$ cat src/rtl/control_sequencer.sv
// control_sequencer: hardwired control unit for the phase-2 CPU datapath.
// Fetches an instruction, decodes its opcode from IR, and issues one set of
// datapath control strobes per clock. A single state register steps through
// RESET, T0..T7 and HALT. Strobes are decoded from that register and from IR.
module control_sequencer #(
  parameter int OPW = 5
) (
  input  logic        clock,
  input  logic        clear,
  input  logic [31:0] ir,
  input  logic        stop,
  output logic        PCout,
  output logic        PCin,
  output logic        IncPC,
  output logic        MARin,
  output logic        MDRin,
  output logic        MDRout,
  output logic        MDRread,
  output logic        RAMwrite,
  output logic        IRin,
  output logic        RYin,
  output logic        RZinLo,
  output logic        RZoutLo,
  output logic        Gra,
  output logic        Grb,
  output logic        Grc,
  output logic        Rin,
  output logic        Rout,
  output logic        BAout,
  output logic        RCout,
  output logic [2:0]  alu_op,
  output logic        run,
  output logic [2:0]  step
);

  typedef enum logic [3:0] {
    S_RESET, S_T0, S_T1, S_T2, S_T3, S_T4, S_T5, S_T6, S_T7, S_HALT
  } state_t;

  typedef enum logic [2:0] {
    IC_LD, IC_LDI, IC_ST, IC_ALU, IC_ADDI, IC_NOP, IC_HALT
  } iclass_t;

  typedef enum logic [2:0] {
    ALU_ADD = 3'b000,
    ALU_SUB = 3'b001,
    ALU_AND = 3'b010,
    ALU_OR  = 3'b011
  } alu_t;

  // All datapath strobes in one bundle so each state can clear them in one go.
  typedef struct packed {
    logic pc_out;
    logic pc_in;
    logic inc_pc;
    logic mar_in;
    logic mdr_in;
    logic mdr_out;
    logic mdr_read;
    logic ram_write;
    logic ir_in;
    logic ry_in;
    logic rz_in_lo;
    logic rz_out_lo;
    logic gra;
    logic grb;
    logic grc;
    logic r_in;
    logic r_out;
    logic ba_out;
    logic rc_out;
  } strobes_t;

  localparam logic [OPW-1:0] OP_LD   = OPW'(5'b00000);
  localparam logic [OPW-1:0] OP_LDI  = OPW'(5'b00001);
  localparam logic [OPW-1:0] OP_ST   = OPW'(5'b00010);
  localparam logic [OPW-1:0] OP_ADD  = OPW'(5'b00011);
  localparam logic [OPW-1:0] OP_SUB  = OPW'(5'b00100);
  localparam logic [OPW-1:0] OP_AND  = OPW'(5'b00101);
  localparam logic [OPW-1:0] OP_OR   = OPW'(5'b00110);
  localparam logic [OPW-1:0] OP_ADDI = OPW'(5'b01100);
  localparam logic [OPW-1:0] OP_HALT = OPW'(5'b11011);

  state_t         state;
  iclass_t        iclass;
  alu_t           alu_sel;
  strobes_t       s;
  logic           last_step;
  logic [OPW-1:0] opcode;
  logic           unused_ir_bits;

  assign opcode = ir[31 -: OPW];

  // Register fields are decoded by the datapath, not here.
  assign unused_ir_bits = ^ir[31-OPW:0];

  // Opcode decode into an instruction class plus the ALU function it needs.
  always_comb begin
    // NOTE: every signal written here gets a default first, so no path through
    // the case statement can hold an old value and infer a latch.
    iclass  = IC_NOP;
    alu_sel = ALU_ADD;
    case (opcode)
      OP_LD:   iclass = IC_LD;
      OP_LDI:  iclass = IC_LDI;
      OP_ST:   iclass = IC_ST;
      OP_ADD:  begin iclass = IC_ALU; alu_sel = ALU_ADD; end
      OP_SUB:  begin iclass = IC_ALU; alu_sel = ALU_SUB; end
      OP_AND:  begin iclass = IC_ALU; alu_sel = ALU_AND; end
      OP_OR:   begin iclass = IC_ALU; alu_sel = ALU_OR;  end
      OP_ADDI: iclass = IC_ADDI;
      OP_HALT: iclass = IC_HALT;
      default: iclass = IC_NOP;  // nop and every undefined opcode
    endcase
  end

  // Final T-step of the instruction in flight; stop is honoured only here.
  always_comb begin
    last_step = 1'b0;
    case (state)
      S_T3:    last_step = (iclass == IC_NOP) || (iclass == IC_HALT);
      S_T5:    last_step = (iclass == IC_LDI) || (iclass == IC_ALU) ||
                           (iclass == IC_ADDI);
      S_T7:    last_step = 1'b1;
      default: last_step = 1'b0;
    endcase
  end

  // Sequencer state: one T-step per clock, back to T0 or into HALT at the end.
  always_ff @(posedge clock or negedge clear) begin
    if (!clear) begin
      state <= S_RESET;
    end else begin
      // NOTE: state is updated with <= so every reader sees the value from
      // before the edge, independent of block evaluation order.
      case (state)
        S_RESET: state <= S_T0;
        S_T0:    state <= S_T1;
        S_T1:    state <= S_T2;
        S_T2:    state <= S_T3;
        S_T3: begin
          if (iclass == IC_HALT) state <= S_HALT;
          else if (last_step)    state <= stop ? S_HALT : S_T0;
          else                   state <= S_T4;
        end
        S_T4:    state <= S_T5;
        S_T5: begin
          if (last_step) state <= stop ? S_HALT : S_T0;
          else           state <= S_T6;
        end
        S_T6:    state <= S_T7;
        S_T7:    state <= stop ? S_HALT : S_T0;
        S_HALT:  state <= S_HALT;
        default: state <= S_RESET;
      endcase
    end
  end

  // Strobe decode for the current T-step and instruction class.
  always_comb begin
    s      = '0;
    alu_op = ALU_ADD;
    case (state)
      S_T0: begin
        s.pc_out   = 1'b1;
        s.mar_in   = 1'b1;
        s.inc_pc   = 1'b1;
        s.rz_in_lo = 1'b1;
      end
      S_T1: begin
        s.rz_out_lo = 1'b1;
        s.pc_in     = 1'b1;
        s.mdr_read  = 1'b1;
        s.mdr_in    = 1'b1;
      end
      S_T2: begin
        s.mdr_out = 1'b1;
        s.ir_in   = 1'b1;
      end
      S_T3: begin
        case (iclass)
          IC_LD, IC_LDI, IC_ST: begin
            s.grb    = 1'b1;
            s.ba_out = 1'b1;
            s.ry_in  = 1'b1;
          end
          IC_ALU, IC_ADDI: begin
            s.grb   = 1'b1;
            s.r_out = 1'b1;
            s.ry_in = 1'b1;
          end
          default: s = '0;  // nop / halt / undefined: idle step
        endcase
      end
      S_T4: begin
        s.rz_in_lo = 1'b1;
        if (iclass == IC_ALU) begin
          s.grc  = 1'b1;
          s.r_out = 1'b1;
          alu_op = alu_sel;
        end else begin
          s.rc_out = 1'b1;  // base + offset, or register + immediate
        end
      end
      S_T5: begin
        s.rz_out_lo = 1'b1;
        if ((iclass == IC_LD) || (iclass == IC_ST)) begin
          s.mar_in = 1'b1;
        end else begin
          s.gra  = 1'b1;
          s.r_in = 1'b1;
        end
      end
      S_T6: begin
        s.mdr_in = 1'b1;
        if (iclass == IC_ST) begin
          s.gra   = 1'b1;
          s.r_out = 1'b1;
        end else begin
          s.mdr_read = 1'b1;
        end
      end
      S_T7: begin
        if (iclass == IC_ST) begin
          s.ram_write = 1'b1;
        end else begin
          s.mdr_out = 1'b1;
          s.gra     = 1'b1;
          s.r_in    = 1'b1;
        end
      end
      default: s = '0;  // RESET and HALT drive nothing
    endcase
  end

  // Current T-step number and run flag, both decoded from the state register.
  always_comb begin
    step = 3'd0;
    case (state)
      S_T0:    step = 3'd0;
      S_T1:    step = 3'd1;
      S_T2:    step = 3'd2;
      S_T3:    step = 3'd3;
      S_T4:    step = 3'd4;
      S_T5:    step = 3'd5;
      S_T6:    step = 3'd6;
      S_T7:    step = 3'd7;
      default: step = 3'd0;
    endcase
  end

  assign run = (state != S_HALT);

  assign PCout    = s.pc_out;
  assign PCin     = s.pc_in;
  assign IncPC    = s.inc_pc;
  assign MARin    = s.mar_in;
  assign MDRin    = s.mdr_in;
  assign MDRout   = s.mdr_out;
  assign MDRread  = s.mdr_read;
  assign RAMwrite = s.ram_write;
  assign IRin     = s.ir_in;
  assign RYin     = s.ry_in;
  assign RZinLo   = s.rz_in_lo;
  assign RZoutLo  = s.rz_out_lo;
  assign Gra      = s.gra;
  assign Grb      = s.grb;
  assign Grc      = s.grc;
  assign Rin      = s.r_in;
  assign Rout     = s.r_out;
  assign BAout    = s.ba_out;
  assign RCout    = s.rc_out;

endmodule
$ cat config.mk
export PLATFORM = sky130hd
export DESIGN_NAME = control_sequencer
export DESIGN_NICKNAME = d
export VERILOG_FILES = /design/src/rtl/control_sequencer.sv
export SDC_FILE = /design/constraint.sdc
export NUM_CORES = 1
export LEC_CHECK = 0
export ABC_AREA = 0
export CORE_MARGIN = 1
export CORE_UTILIZATION = 31
export DETAILED_ROUTE_END_ITERATION = 16
export PLACE_DENSITY = 0.76
export SYNTH_ARGS = -nofsm -noshare
export SYNTH_HDL_FRONTEND = slang
export SYNTH_SLANG_ARGS = --single-unit
$ cat constraint.sdc
create_clock -name clock -period 1.8 [get_ports clock]
set_clock_uncertainty 0.05 [all_clocks]
set_input_delay 0.18 -clock clock [delete_from_list [all_inputs] [get_ports clock]]
set_output_delay 0.18 -clock clock [all_outputs]
set_load 0.05 [all_outputs]
# Word level (Yosys, flattened, before mapping)
# Memory sizes are Yosys's and may differ from the RTL's.
# Index checks and enable logic that the tools add are counted.
[classes] reduce_logical=14 eq_ne=24 mux=36
[ops] cell="$pmux 4 s10" count=1
[ops] cell="$mux 1" count=20
[ops] cell="$pmux 3 s6" count=1
[ops] cell="$eq 4x3->1 const B" count=4
[ops] cell="$mux 4" count=4
[ops] cell="$eq 5x3->1 const B" count=3
[ops] cell="$eq 5x2->1 const B" count=2
[ops] cell="$eq 3x3->1 const B" count=3
[ops] cell="$pmux 1 s3" count=3
[ops] cell="$eq 4x2->1 const B" count=2
[ops] cell="$eq 4x4->1 const B" count=2
[ops] cell="$pmux 1 s2" count=4
[ops] cell="$reduce_or 2->1" count=4
[ops] cell="$eq 3x2->1 const B" count=2
[ops] cell="$mux 3" count=2
[ops] cell="$pmux 2 s3" count=1
[ops] cell="$eq 5x1->1 const B" count=1
[ops] cell="$eq 5x4->1 const B" count=1
[ops] cell="$eq 5x5->1 const B" count=1
[ops] cell="$logic_not 5->1" count=1
[ops] cell="$reduce_or 5->1" count=1
[ops] cell="$eq 4x1->1 const B" count=1
[ops] cell="$logic_not 4->1" count=1
[ops] cell="$logic_or 1x1->1" count=4
[ops] cell="other kinds (5)" count=5
[totals] mem_bits_ro=48 n_memories=1 output_inout_bits=26 reg_bits=4 input_bits=35
[memory_table] name="(no name shown)" depth=16 width=3 read_ports=1 rd_ports_with_merged_regs=0 wr=0 line_no="239" rtl="case (state)"

# Logic depth before layout (Yosys ltp)
[logic_depth] word_depth=10 mapped_depth=8 depth_no_buf=7

# Worst setup path before layout
# No wires, ideal clock.
[synth_path] kind="flip-flop to output port" from="register state[0]" to="output port step[0]" path_stages_with_launch=6 n_path_buf=0 setup_slack_ps=-839 arrival_ps=2409 path_cell_list="dfrtp_1 > inv_1 > ha_1 > nor2b_1 > a21oi_1 > o22ai_1"
[synth_via] elab_chain_cells=1
[synth_rtl] item="start, declared" line_no="84" rtl="state_t state;"
[synth_rtl] item="start signal, assigned" line_no="143" rtl="else if (last_step) state <= stop ? S_HALT : S_T0;"
[synth_rtl] item="start signal, assigned" line_no="148" rtl="if (last_step) state <= stop ? S_HALT : S_T0;"
[synth_rtl] item="start signal, assigned" line_no="152" rtl="S_T7: state <= stop ? S_HALT : S_T0;"
[synth_rtl] item="$mem_v2 16x3"
[synth_rtl] item="end, declared" line_no="33" rtl="output logic [2:0] step"
# Every way passes these cells.

# Worst setup path in the final report
[layout_path] from="register state[0]" to="register state[1]"
[layout_via] elab_chain_cells=5
[layout_rtl] item="$eq 4x4->1 / $eq 4x3->1 (equally long branches)" line_no="120, 136"
[layout_rtl] item="$pmux 1 s3" line_no="120" rtl="case (state)"
[layout_rtl] item="$mux 4" line_no="143"
[layout_rtl] item="$mux 4" line_no="142" rtl="if (iclass == IC_HALT) state <= S_HALT;"
[layout_rtl] item="$pmux 4 s10 (*)" line_no="136" rtl="case (state)"
# Mark *: on every way between the ends. The rest lies on a longest branch, timed or not.

==> impl_results.md <==
- Post-route ant nets: 0
- DP HPWL: 1982 um
- Fmax: 537.2 MHz
- Post-route insts no fill: 182
- Post-synthesis register bit count: 4
- # port buffers: 32
- Largest register FFs: 4
- Worst path required time: 1.86 ns
- Syn nets: 138
- Synth Area in Compound Gates: 0.2642
- MaxCap Viol Count: 0
- Synth Flop Type: dfrtp_1
- Hold Fails Final Rpt: 0
- TritonCTS clock tree: done
- Vias: 984
- Post-synth ARST share: 1.000
- Num CTS Buffers: 3
- Clock Tree Root: clkbuf_4
- Largest family of logic cells by synthesized area: simple AND/OR/NAND/NOR gates
- First-pass GRT wire length: 4416 um
- XOR/XNOR share of the synthesized area: 0.02482
- Switching power: 1737 uW
- Fill cells: 111
- Largest net degree at the start of global routing: 10
- IO Pins: 61
- Post-Syn Instances: 98
- # setup viols final: 5
- ANT cells: 0
- Std-Cell Rows: 16
- CTS clk-pin slew, worst paths: 0.04 ns
- Part of the cycle the worst path needs: 1.034
- Vias in the first global route: 970
- Routed wire per std cell: 16.03 um
- Mean Syn Cell Area: 7.201 um2
- CTS sink count: 4
- Largest regs: state (4)
- Static Leak: 0.0007369 uW
- Iteration count of the initial detailed-routing pass: 4
- Die Wd: 49.71 um
- Initial antenna violation count: 0
- Area of the die: 0.002471 mm2
- Final worst path period need: 1.862 ns
- H-tree lvl count: 1
- Comb power frac: 0.906
- Total global routing overflow: 0
- Worst path arrival time: 1.92 ns
- Slew Viols, Final: 0
- Core Footprint: 0.002042 mm2
- Sequential share of the synthesized area: 0.1418
- Final worst slack: -0.06157 ns
- Outcome: finished with violations
- Layout cell share with drive strength beyond 1: 0.6452
- GRT Overall Usage: 0.2365
- EDFF count, synth: 0
- Ys Warns: 0
- Commonest non-fill, non-tap cell in the layout: buf_4
- Simple-gate share of the synthesized area: 0.3245
- Sequential cell area: 102.6 um2
- Clk Latency, worst-skew pair: 0.23 ns
- Maximum fanout along the worst path: 3
- Adder-Cell Fraction of Synth Area: 0.08865
- DR vias/cell: 5.407
- Violated checks: negative setup slack
- Detailed Route WL: 2918 um
- Worst setup EP type: flip-flop
- Pint: 1638 uW
- RSZ-0062 raised after global routing: true
- Sw Ratio: 0.5146
- Max clock buf depth: 2
- Fin Setup TNS: -0.1518 ns
- Multi-input gate area: 743.2 um2
- Die Ht: 49.71 um
- Mux contribution to synthesized area: 0.02837
- Placed cell count: 168
- Post-Place Setup Slack: -0.2246 ns
- Synth-to-layout area growth: 142.4%
- Startpoint Class: flip-flop
- Synth cell types: 40
- Hold_ws: 0.09232 ns
- Starting DRT DRC Count: 20
- Gpl congestion: 0.8001
- Peak VDD IR: 1755 uV
- Sequential share of power: 0.062
- Starting Density: 0.3456
- Post-Syn Area: 705.7 um2
- Nets@finish: 197
- Pwr Density: 1973 mW/mm2
- DR DRC count: 0
- Clk pwr share: 0.032
- Most flop-heavy register: state
- Crit Path Class: flip-flop to flip-flop
- Most frequent cells in the layout: 30 x buf_4, 21 x buf_12, 8 x nand2_1
- Hold Path Class: primary input to asynchronous set/reset pin
cell type report:
| cell class | count | area share |
|---|---|---|
| Multi-Input combinational cell | 79 | 0.4345 |
| Sequential cell | 4 | 0.05999 |
| Clock buffer | 3 | 0.01317 |
| Tap cell | 27 | 0.01975 |
| Timing Repair Buffer | 65 | 0.4638 |
| Inverter | 4 | 0.008778 |
synth_stat cells, types with 2 or more instances:
master,n,share of area
a211o_1,2,0.025
nor2b_1,3,0.027
and2_1,3,0.027
inv_1,4,0.021
nand2_1,10,0.053
clkbuf_1,3,0.016
o21ai_0,4,0.028
nand2b_1,2,0.018
nor3_1,4,0.028
ha_1,5,0.089
buf_6,2,0.032
buf_4,3,0.032
a31oi_1,2,0.018
a21oi_1,5,0.035
nand3b_1,3,0.032
dfrtp_1,4,0.14
buf_2,3,0.021
mux2i_1,2,0.028
nor2_1,12,0.064
nand3_1,2,0.014
final timing paths:
| kind | startpoint | cells after the start | endpoint | slack, ns |
|---|---|---|---|---|
| max in group asynchronous | clear | 1 | state[3] | 1.43 |
| hold reg to reg | state[2] | 4 | state[3] | 0.82 |
| min in group clock | stop | 2 | state[3] | 0.58 |
| setup / recovery | state[0] | 8 | state[1] | -0.06 |
| setup reg to reg | state[0] | 8 | state[1] | -0.06 |
| hold / removal | clear | 1 | state[1] | 0.09 |
critical path: stages (launching register included):
cell	delay, ns
dfrtp_1	0.38
inv_2	0.10
ha_1	0.20
nand3b_1	0.19
buf_4	0.21
nor2_1	0.11
a21bo_4	0.24
a31oi_1	0.19
nor2_1	0.07
per-layer routing:
| layer | up-vias | track usage | part of all wire |
|---|---|---|---|
| met3 | 14 | 0.03395 | 0.037 |
| met5 | - | 0 | 0 |
| li1 | 457 | - | - |
| met2 | 44 | 0.4527 | 0.56 |
| met1 | 469 | 0.2388 | 0.37 |
| met4 | 0 | 0.1333 | 0.039 |
what timing repair did:
item                                    CTS  global route
cloned                                    0             0
buffers inserted                          6             5
pin swaps                                 3            10
gates resized for setup                  30            10
endpoints found under the setup margin   19            17
hold buffers                              0             0
metrics by stage:
stage	utilization	instance area (um2)	total power [uW]
after floorplan	-	814.5	1654
after global placement	0.7145	1459	2728
after detailed placement	0.7145	1459	2774
after CTS	0.7996	1633	3191
after global routing	0.8376	1710	3535
final	0.8376	1710	3375
power by group through the flow:
stage / sequential, uW / combinational [uW] / clock (uW)
5_1_grt: 214 / 3190 / 126
6_report: 209 / 3060 / 108
3_3_place_gp: 198 / 2530 / 0
3_5_place_dp: 202 / 2570 / 0
4_1_cts: 204 / 2870 / 117
2_1_floorplan: 177 / 1480 / 0
cells by family after synthesis:
| family | after synthesis |
|---|---|
| and+or+nand+nor | 43 |
| AOI/OAI and AO/OA | 26 |
| buffers and inverters | 15 |
| adders and majority gates | 5 |
| DFF | 4 |
| xor gates and xnor gates | 2 |
| muxes | 2 |
| other | 1 |
(Power assumes the default switching activity.)
